`config.mk`:
```
export PLATFORM = sky130hd
export DESIGN_NAME = matrix_multiply_controller_flat
export DESIGN_NICKNAME = d
export VERILOG_FILES = /design/src/rtl/matrix_multiply_controller_pkg.sv /design/src/rtl/matrix_multiply_controller_if.sv /design/src/rtl/matrix_multiply_controller.sv /design/src/flat_wrapper.sv
export SDC_FILE = /design/constraint.sdc
export NUM_CORES = 1
export LEC_CHECK = 0
export CAP_MARGIN = 20
export CORE_ASPECT_RATIO = 1.2
export CORE_MARGIN = 3
export CORE_UTILIZATION = 52
export CTS_CLUSTER_DIAMETER = 120
export DETAILED_ROUTE_END_ITERATION = 7
export HOLD_SLACK_MARGIN = 0.1
export PLACE_DENSITY = 0.75
export REMOVE_ABC_BUFFERS = 1
export SLEW_MARGIN = 15
export SYNTH_ARGS = -nofsm -noshare
export SYNTH_HDL_FRONTEND = slang
export SYNTH_SLANG_ARGS = --single-unit
```
`constraint.sdc`:
```
create_clock -name CLK -period 4.66 [get_ports CLK]
set_input_delay 0.932 -clock CLK [delete_from_list [all_inputs] [get_ports CLK]]
set_output_delay 0.932 -clock CLK [all_outputs]
set_load 0.02 [all_outputs]
```
`src/rtl/matrix_multiply_controller_pkg.sv`:
```
// Shared definitions for the systolic array sequencer: FSM states and latency constants.
package mmu_pkg;

   typedef enum logic [2:0] {IDLE, LOAD_W, COMPUTE, DRAIN, DONE} state_t;

   localparam int READ_LAT = 1;

   // One buffer read cycle plus 2*LENGTH-1 cycles of array skew/propagation.
   function automatic int out_lat(input int length);
      return 2 * length;
   endfunction

endpackage

```
`src/rtl/matrix_multiply_controller_if.sv`:
```
// Host/buffer/array signal bundle around the matrix multiply sequencer.
interface matrix_multiply_controller_if #(
   parameter int ADDR_WIDTH = 16
);
   logic                  Start;
   logic [ADDR_WIDTH-1:0] NumRows;
   logic [ADDR_WIDTH-1:0] WeightBase;
   logic [ADDR_WIDTH-1:0] InputBase;
   logic                  Busy;
   logic                  Done;
   logic                  WeightRdEn;
   logic [ADDR_WIDTH-1:0] WeightRdAddr;
   logic                  Load;
   logic                  InputRdEn;
   logic [ADDR_WIDTH-1:0] InputRdAddr;
   logic                  EN;
   logic                  OutValid;
   logic [ADDR_WIDTH-1:0] OutAddr;

   modport master (
      output Start, NumRows, WeightBase, InputBase,
      input  Busy, Done, WeightRdEn, WeightRdAddr, Load, InputRdEn, InputRdAddr,
             EN, OutValid, OutAddr
   );

   modport slave (
      input  Start, NumRows, WeightBase, InputBase,
      output Busy, Done, WeightRdEn, WeightRdAddr, Load, InputRdEn, InputRdAddr,
             EN, OutValid, OutAddr
   );
endinterface

```
`src/rtl/matrix_multiply_controller.sv`:
```
// Sequencer for one systolic matrix job: weight preload, input streaming, result drain.
module matrix_multiply_controller
   import mmu_pkg::*;
#(
   parameter int LENGTH     = 256,
   parameter int ADDR_WIDTH = 16
) (
   input  logic CLK,
   input  logic SYNC_RST,
   matrix_multiply_controller_if.slave mmu
);

   localparam int KW = (LENGTH > 1) ? $clog2(LENGTH) : 1;
   localparam int CW = ADDR_WIDTH + 2 + $clog2(out_lat(LENGTH));
   localparam logic [CW-1:0]         C_OUT_LAT = CW'(out_lat(LENGTH));
   localparam logic [ADDR_WIDTH-1:0] C_W_TOP   = ADDR_WIDTH'(LENGTH - 1);
   localparam logic [KW-1:0]         C_K_LAST  = KW'(LENGTH - 1);

   state_t                r_state;
   logic [KW-1:0]         r_k;
   logic [CW-1:0]         r_c;
   logic [ADDR_WIDTH-1:0] r_num;
   logic [ADDR_WIDTH-1:0] r_wbase;
   logic [ADDR_WIDTH-1:0] r_ibase;
   logic                  r_busy;
   logic                  r_done;
   logic                  r_wrd_en;
   logic [ADDR_WIDTH-1:0] r_wrd_addr;
   logic                  r_in_en;
   logic [ADDR_WIDTH-1:0] r_in_addr;
   logic                  r_en;
   logic                  r_ov;
   logic [ADDR_WIDTH-1:0] r_out_addr;
   logic [READ_LAT-1:0]   r_load_pipe;

   logic [CW-1:0]         w_num;
   logic [CW-1:0]         w_c_inc;
   logic [CW-1:0]         w_c_last;
   logic                  w_ov_nxt;
   logic                  w_en_nxt;
   logic [READ_LAT:0]     w_load_sh;

   // c counts from the first input read; all result timing is a window on c.
   assign w_num     = CW'(r_num);
   assign w_c_inc   = r_c + CW'(1);
   assign w_c_last  = C_OUT_LAT + w_num - CW'(1);
   assign w_ov_nxt  = (w_c_inc >= C_OUT_LAT) && (w_c_inc < C_OUT_LAT + w_num);
   assign w_en_nxt  = (w_c_inc >= CW'(READ_LAT));
   assign w_load_sh = {r_load_pipe, r_wrd_en};

   always_ff @(posedge CLK) begin
      if (SYNC_RST) begin
         r_state     <= IDLE;
         r_k         <= '0;
         r_c         <= '0;
         r_num       <= '0;
         r_wbase     <= '0;
         r_ibase     <= '0;
         r_busy      <= 1'b0;
         r_done      <= 1'b0;
         r_wrd_en    <= 1'b0;
         r_wrd_addr  <= '0;
         r_in_en     <= 1'b0;
         r_in_addr   <= '0;
         r_en        <= 1'b0;
         r_ov        <= 1'b0;
         r_out_addr  <= '0;
         r_load_pipe <= '0;
      end else begin
         r_load_pipe <= w_load_sh[READ_LAT-1:0];
         r_done      <= 1'b0;
         r_wrd_en    <= 1'b0;
         r_wrd_addr  <= '0;
         r_in_en     <= 1'b0;
         r_in_addr   <= '0;
         r_en        <= 1'b0;
         r_ov        <= 1'b0;
         r_out_addr  <= '0;
         unique case (r_state)
            IDLE: begin
               if (mmu.Start) begin
                  r_num   <= mmu.NumRows;
                  r_wbase <= mmu.WeightBase;
                  r_ibase <= mmu.InputBase;
                  r_busy  <= 1'b1;
                  if (mmu.NumRows == '0) begin
                     r_state <= DONE;
                     r_done  <= 1'b1;
                  end else begin
                     r_state    <= LOAD_W;
                     r_k        <= '0;
                     r_wrd_en   <= 1'b1;
                     r_wrd_addr <= mmu.WeightBase + C_W_TOP;
                  end
               end
            end
            LOAD_W: begin
               if (r_k == C_K_LAST) begin
                  r_state   <= COMPUTE;
                  r_c       <= '0;
                  r_in_en   <= 1'b1;
                  r_in_addr <= r_ibase;
                  r_en      <= (READ_LAT == 0);
               end else begin
                  r_k        <= r_k + KW'(1);
                  r_wrd_en   <= 1'b1;
                  // Bottom weight row first, so addresses count down from base+LENGTH-1.
                  r_wrd_addr <= r_wbase + C_W_TOP - ADDR_WIDTH'(r_k + KW'(1));
               end
            end
            COMPUTE: begin
               r_c  <= w_c_inc;
               r_en <= w_en_nxt;
               r_ov <= w_ov_nxt;
               if (w_ov_nxt) r_out_addr <= ADDR_WIDTH'(w_c_inc - C_OUT_LAT);
               if (r_c == w_num - CW'(1)) begin
                  r_state <= DRAIN;
               end else begin
                  r_in_en   <= 1'b1;
                  r_in_addr <= r_ibase + ADDR_WIDTH'(w_c_inc);
               end
            end
            DRAIN: begin
               if (r_c == w_c_last) begin
                  r_state <= DONE;
                  r_done  <= 1'b1;
               end else begin
                  r_c  <= w_c_inc;
                  r_en <= w_en_nxt;
                  r_ov <= w_ov_nxt;
                  if (w_ov_nxt) r_out_addr <= ADDR_WIDTH'(w_c_inc - C_OUT_LAT);
               end
            end
            DONE: begin
               r_state <= IDLE;
               r_busy  <= 1'b0;
            end
            default: r_state <= IDLE;
         endcase
      end
   end

   assign mmu.Busy         = r_busy;
   assign mmu.Done         = r_done;
   assign mmu.WeightRdEn   = r_wrd_en;
   assign mmu.WeightRdAddr = r_wrd_addr;
   assign mmu.Load         = r_load_pipe[READ_LAT-1];
   assign mmu.InputRdEn    = r_in_en;
   assign mmu.InputRdAddr  = r_in_addr;
   assign mmu.EN           = r_en;
   assign mmu.OutValid     = r_ov;
   assign mmu.OutAddr      = r_out_addr;

endmodule

```
`src/flat_wrapper.sv`:
```
// flat-port wrapper written by rule: the top's interface ports become plain ports
module matrix_multiply_controller_flat import mmu_pkg::*;
#(
   parameter int LENGTH     = 256,
   parameter int ADDR_WIDTH = 16
)
  (CLK, SYNC_RST, mmu_Start, mmu_NumRows, mmu_WeightBase, mmu_InputBase, mmu_Busy, mmu_Done, mmu_WeightRdEn, mmu_WeightRdAddr, mmu_Load, mmu_InputRdEn, mmu_InputRdAddr, mmu_EN, mmu_OutValid, mmu_OutAddr);
  matrix_multiply_controller_if #(.ADDR_WIDTH(ADDR_WIDTH)) mmu_i ();
  input  logic CLK;
  input  logic SYNC_RST;
  input wire logic [$bits(mmu_i.Start)-1:0] mmu_Start;
  input wire logic [$bits(mmu_i.NumRows)-1:0] mmu_NumRows;
  input wire logic [$bits(mmu_i.WeightBase)-1:0] mmu_WeightBase;
  input wire logic [$bits(mmu_i.InputBase)-1:0] mmu_InputBase;
  output wire logic [$bits(mmu_i.Busy)-1:0] mmu_Busy;
  output wire logic [$bits(mmu_i.Done)-1:0] mmu_Done;
  output wire logic [$bits(mmu_i.WeightRdEn)-1:0] mmu_WeightRdEn;
  output wire logic [$bits(mmu_i.WeightRdAddr)-1:0] mmu_WeightRdAddr;
  output wire logic [$bits(mmu_i.Load)-1:0] mmu_Load;
  output wire logic [$bits(mmu_i.InputRdEn)-1:0] mmu_InputRdEn;
  output wire logic [$bits(mmu_i.InputRdAddr)-1:0] mmu_InputRdAddr;
  output wire logic [$bits(mmu_i.EN)-1:0] mmu_EN;
  output wire logic [$bits(mmu_i.OutValid)-1:0] mmu_OutValid;
  output wire logic [$bits(mmu_i.OutAddr)-1:0] mmu_OutAddr;
  assign mmu_i.Start = mmu_Start;
  assign mmu_i.NumRows = mmu_NumRows;
  assign mmu_i.WeightBase = mmu_WeightBase;
  assign mmu_i.InputBase = mmu_InputBase;
  assign mmu_Busy = mmu_i.Busy;
  assign mmu_Done = mmu_i.Done;
  assign mmu_WeightRdEn = mmu_i.WeightRdEn;
  assign mmu_WeightRdAddr = mmu_i.WeightRdAddr;
  assign mmu_Load = mmu_i.Load;
  assign mmu_InputRdEn = mmu_i.InputRdEn;
  assign mmu_InputRdAddr = mmu_i.InputRdAddr;
  assign mmu_EN = mmu_i.EN;
  assign mmu_OutValid = mmu_i.OutValid;
  assign mmu_OutAddr = mmu_i.OutAddr;
  matrix_multiply_controller #(.LENGTH(LENGTH), .ADDR_WIDTH(ADDR_WIDTH)) u_core (.CLK(CLK), .SYNC_RST(SYNC_RST), .mmu(mmu_i));
endmodule
```
==> reports/metrics.yaml, run 1 <==
cts_buffer_depth: 2
final_hold_viol_count: 0
clk_pin_slew_worst_paths_ns: 0.06
n_antenna_cell: 0
dr.pass1.iters: 5
cts_resized: 0
holdCritPathClass: "flip-flop to flip-flop"
avgSynthCellArea_sq_um: 7.81
grt.overflow.total: 0
multi_input_area_sq_um: 5950
antenna_found_initial: 0
cts_tree: "done"
grt_use_total_pct: 25.2
grt_pass1_wl_um: 40500
dpl.hpwl_um: 18300
grt_pass1_vias: 8281
coreArea_sq_um: 17200
ys_warn_count: 0
root_buffer: "clkbuf_16"
synth-compound-area-share_pct: 18.2
tightest_slew_ns: 0.990
htree_levels: 4
wl_per_cell_um: 16.7
fillers: 1544
syn_to_final_growth_pct: 18.2
port_buffers: 105
seq_area_sq_um: 2820
irDropWorstVdd_mv: 0.259
yosysTopAreaCellShare_pct: 30.4
p_leak_nw: 4.32
status: "completed"
cp-start-kind: "flip-flop"
synth_top_family_by_area: "simple AND/OR/NAND/NOR gates"
end_kind: "flip-flop"
cp.arrival_ns: 4.38
synth_adder_area_share_pct: 8.63
cts.sinks: 141
slowest_stage: "o41ai_1"
fp-row-count: 52
final.min_clock_period_ns: 4.04
tns_ns: 0
drt_iter0_drc: 555
pwr_density_cell_nw_per_um2: 292
synth_ff_type: "dfxtp_1"
dr_total_vias: 8768
synth_simple_gate_area_share_pct: 27.4
ys_types: 77
die_h_um: 152
critical_path.max_fanout: 9
drt_wl_total_um: 24800
synth_top_cells_by_area: "dfxtp_1 30%, ha_1 8.1%, nand2_1 6.8%"
pin_count: 106
synth_cells: 1189
hold_slack_ns: 0.456
numCtsBuffers: 17
initial_core_util_pct: 54.0
worstPathRequired_ns: 5.00
fin_crit_sh_pct: 86.7
timing.fmax_ghz: 0.248
cts-hold-fix-buffers: 0
route.detailed.drc: 0
nets: 1369
synthXorXnorAreaFrac_pct: 9.07
syn_area_sq_um: 9280
viasPerCell: 5.90
rsz0062_at_grt: "false"
post_cts_buffers: 0
drv_cap: 0
die_area_sq_um: 19500
drive_gt1_share_pct: 7.17
finalClockSkew_ns: 0.00918
synth-edff-count: 0
max-slew-margin-rel_pct: 34.0
synthMuxAreaShare_pct: 0.661
die_x_um: 128
clock_latency_ns: 0.42
worstSetupPathType: "flip-flop to flip-flop"
synth_top_cell_by_area: "dfxtp_1"
synthArstFlopShare_pct: 0
routabilityCongestion: 0.928
grt_max_degree: 59
slew_viol_final: 0
cp_slowest_stage_delay_ns: 0.54
yosysSeqAreaShare_pct: 30.4
ys_ff_latch: 141
path_cells: "ha_1, nand3_2, nor2_1, and3_1, xnor2_1, inv_1, ha_1, and3_1, nand3_1, and4_1, o41ai_1, o221a_2, o21ai_0, a21o_1, a31oi_1"
setup_viol: 0
ant_nets: 0
-- per-stage QoR --
step	setup WS, ns	cells	util, %	instance area [sq um]	total power, mW
after floorplan	0.634	1117	-	8970	1.72
after global placement	0.807	1452	60.6	10400	1.94
after detailed placement	0.662	1452	60.6	10400	1.94
after CTS	0.631	1484	63.8	11000	3.22
after global routing	0.259	1485	63.9	11000	3.34
final	0.620	1485	63.9	11000	3.20
-- report_power, final --
part / total (mW) / internal [mW] / leakage (nW) / switching, mW
combinational: 0.611 / 0.268 / 2.90 / 0.343
sequential: 1.31 / 1.26 / 1.15 / 0.0551
clock: 1.28 / 0.728 / 0.271 / 0.548
-- cell usage in the layout (no fill, tap or decap), types with 14 or more instances in the layout --
master           netlist  final
a21oi_1               91     91
a22oi_1               26     26
and3_1                21     21
buf_4                  2     14
clkbuf_16              0     17
clkdlybuf4s50_1        0    104
dfxtp_1              141    141
ha_1                  60     60
inv_1                 58     58
nand2_1              167    167
nand3_1               40     40
nor2_1               101    100
nor2b_1               14     14
nor3_1                35     35
nor4_1                21     21
o21ai_0               30     30
xnor2_1               64     64
xor2_1                27     27
-- critical path: cells and delay by family, from the launching register on --
family          cells  cell delay (ns)
compound gates      5             1.30
simple gates        6             1.06
fa+ha+maj           2             0.74
xor+xnor            1             0.21
flops               1             0.50
buf+inv             1             0.12
-- cells by family after synthesis --
| family | after synthesis |
|---|---|
| and+or+nand+nor | 500 |
| AOI/OAI and AO/OA | 256 |
| DFF | 141 |
| buffers and inverters | 130 |
| xor gates and xnor gates | 93 |
| adders and majority gates | 63 |
| muxes | 6 |
-- registers in the layout, indices dropped and copies added, names as in the netlist, 3 cells and up --
register	flops
u_core.r_k	8
u_core.r_ibase	16
u_core.r_state	3
u_core.mmu.InputRdAddr	16
u_core.r_num	16
u_core.r_wbase	16
u_core.mmu.WeightRdAddr	16
u_core.r_c	27
u_core.mmu.OutAddr	16
-- worst paths after layout --
| kind | from | to | slack, ns | cells after the start |
|---|---|---|---|---|
| setup reg to reg | u_core.r_c[0]$_SDFFE_PP0P_ | u_core.mmu.InputRdAddr[15]$_SDFF_PP0_ | 0.62 | 15 |
| hold / removal | u_core.r_wbase[8]$_SDFFE_PP0P_ | u_core.r_wbase[8]$_SDFFE_PP0P_ | 0.46 | 2 |
| hold reg to reg | u_core.r_wbase[8]$_SDFFE_PP0P_ | u_core.r_wbase[8]$_SDFFE_PP0P_ | 0.46 | 2 |
| setup / recovery | u_core.r_c[0]$_SDFFE_PP0P_ | u_core.mmu.InputRdAddr[15]$_SDFF_PP0_ | 0.62 | 15 |
-- layer usage --
metal	wire (um)	track usage, %	vias to the layer above	share of wire, %
met5	0	0	-	0
met4	737	10.0	0	3.0
met3	1220	4.35	55	4.9
met2	12700	44.6	254	51
met1	10100	30.0	4122	41
li1	-	-	4337	-
-- synthesized netlist by cell type, types with 7 or more instances --
library cell,n
nand2_1,167
dfxtp_1,141
nor2_1,101
a21oi_1,91
xnor2_1,64
ha_1,60
inv_1,58
clkbuf_1,51
nand3_1,40
nor3_1,35
o21ai_0,30
xor2_1,27
a22oi_1,26
and3_1,21
nor4_1,21
nor2b_1,14
o22a_1,13
a211oi_1,12
a21o_1,12
a31oi_1,12
buf_2,11
nand2b_1,11
or3_1,11
nand4_1,10
o21a_1,10
or2_2,10
and2_1,9
nor4_2,9
and4_1,8
o211ai_1,7
-- area by class of cell --
class                   count  share of cell area (%)
multi-input cells         918                    54.2
repair buffers            120                    10.5
flip-flops and latches    141                    25.7
well taps                 216                    2.46
clock buffers              21                    4.29
inverters                  58                    1.98
clock inverters            11                   0.753
Power figures use the tool's default switching activity.
==> run 2, diff against run 1 <==
CTS_CLUSTER_DIAMETER = 80   (was 120)
clock period = 5 ns   (was 4.66 ns; I/O delays follow)
==> reports/metrics.yaml, run 2 (synthesis gave the netlist of run 1 again) <==
status: "completed"
cts.sinks: 141
grt_pass1_vias: 8303
route.detailed.drc: 0
routabilityCongestion: 0.979
syn_to_final_growth_pct: 18.6
critical_path.max_fanout: 9
p_sw_share_pct: 27.3
largest_register_ffs: 27
wl_per_cell_um: 16.9
cp.arrival_ns: 4.34
dr.pass1.iters: 5
cts_resized: 0
drive_gt1_share_pct: 6.66
highest-signal-layer: "met4"
p_seq_share_pct: 39.1
die_area_sq_um: 19500
seq_area_sq_um: 2820
irDropWorstVdd_mv: 0.238
multi_input_area_sq_um: 5960
cp-start-kind: "flip-flop"
cts-hold-fix-buffers: 0
tightest_slew_ns: 1.02
finalClockSkew_ns: 0.00699
clk_pin_slew_worst_paths_ns: 0.06
p_int_mw: 2.28
dpl.hpwl_um: 18500
tns_ns: 0
die_x_um: 128
worstSetupPathType: "flip-flop to flip-flop"
clock_latency_ns: 0.42
port_buffers: 105
drt-met1-wl_um: 10500
drv_cap: 0
slew_viol_final: 0
netSwitchingPower_uw: 856
worstPathRequired_ns: 5.32
grt_pass1_wl_um: 41300
numCtsBuffers: 17
cts_buffer_depth: 2
end_kind: "flip-flop"
wl_met2_um: 12700
fin_crit_sh_pct: 80.5
hold_slack_ns: 0.460
final_common_cell: "nand2_1"
ant_nets: 0
slowest_stage: "or4_1"
max-slew-margin-rel_pct: 31.4
cts_tree: "done"
layout_common_cells: "167 x nand2_1, 141 x dfxtp_1, 104 x clkdlybuf4s50_1"
drt_iter0_drc: 685
grt_max_degree: 73
grt_use_total_pct: 25.4
final_hold_viol_count: 0
post_cts_buffers: 0
setup_viol: 0
fillers: 1559
initial_core_util_pct: 54.0
combPwrFrac_pct: 18.0
pin_count: 106
path_cells: "ha_1, xor2_1, ha_1, nor2b_1, o21a_1, o21ai_0, a211oi_1, or4_1, o211a_1, a2111oi_0, mux2i_1, nand2_1"
cp_slowest_stage_delay_ns: 0.59
timing.fmax_ghz: 0.249
htree_levels: 4
p_leak_nw: 4.33
rsz0062_at_grt: "false"
grt.overflow.total: 0
nets: 1364
coreArea_sq_um: 17200
holdCritPathClass: "flip-flop to flip-flop"
dr_total_vias: 8754
final.min_clock_period_ns: 4.02
crit_top_cell: "ha_1"
regMostFlops: "u_core.r_c"
fp-row-count: 52
post-route-util_pct: 64.1
wl_met3_um: 1130
finalPower_mw: 3.13
n_antenna_cell: 0
clockPowerShare_pct: 42.9
drt_wl_total_um: 25000
viasPerCell: 5.92
die_h_um: 152
root_buffer: "clkbuf_16"
antenna_found_initial: 0
pwr_density_cell_nw_per_um2: 285
run 2: cell type report:
class | instances | share of cell area [%]
clock inverters | 5 | 0.943
clock buffers | 25 | 4.68
multi-input cells | 918 | 54.1
flip-flops and latches | 141 | 25.6
well taps | 216 | 2.46
repair buffers | 115 | 10.2
inverters | 58 | 1.98
run 2: per-stage QoR:
stage	area [sq um]	setup WS [ns]	cells
after global routing	11000	0.637	1478
after detailed placement	10400	1.02	1448
after floorplan	8970	0.974	1117
final	11000	0.976	1478
after global placement	10400	1.08	1448
after CTS	11000	0.996	1478
run 2: path summary, 6_finish.rpt:
check,slack (ns),depth (start not counted),to,start
max reg2reg,0.98,12,u_core.mmu.InputRdAddr[14]$_SDFF_PP0_,u_core.r_c[0]$_SDFFE_PP0P_
min,0.46,2,u_core.r_wbase[8]$_SDFFE_PP0P_,u_core.r_wbase[8]$_SDFFE_PP0P_
min reg2reg,0.46,2,u_core.r_wbase[8]$_SDFFE_PP0P_,u_core.r_wbase[8]$_SDFFE_PP0P_
max,0.98,12,u_core.mmu.InputRdAddr[14]$_SDFF_PP0_,u_core.r_c[0]$_SDFFE_PP0P_
run 2: metal layers:
metal	up-vias	track usage [%]
li1	4318	-
met1	4151	31.6
met2	230	44.1
met3	55	4.17
met4	0	8.85
met5	-	0
run 2: power groups by stage:
stage | logic, mW | registers [mW] | clock network [mW]
final | 0.565 | 1.23 | 1.34
after global routing | 0.626 | 1.23 | 1.40
after CTS | 0.566 | 1.22 | 1.35
after detailed placement | 0.560 | 1.25 | 0
after global placement | 0.553 | 1.25 | 0
after floorplan | 0.348 | 1.26 | 0
run 2: critical path, delay by kind of cell, from the launching register on:
kind                     cells  cell delay, ns
flip-flops                   1            0.50
AND/OR/NAND/NOR              3            0.81
adder cells (fa/ha/maj)      2            0.68
multiplexers                 1            0.25
AO/OA/AOI/OAI                5            1.38
XOR/XNOR                     1            0.30
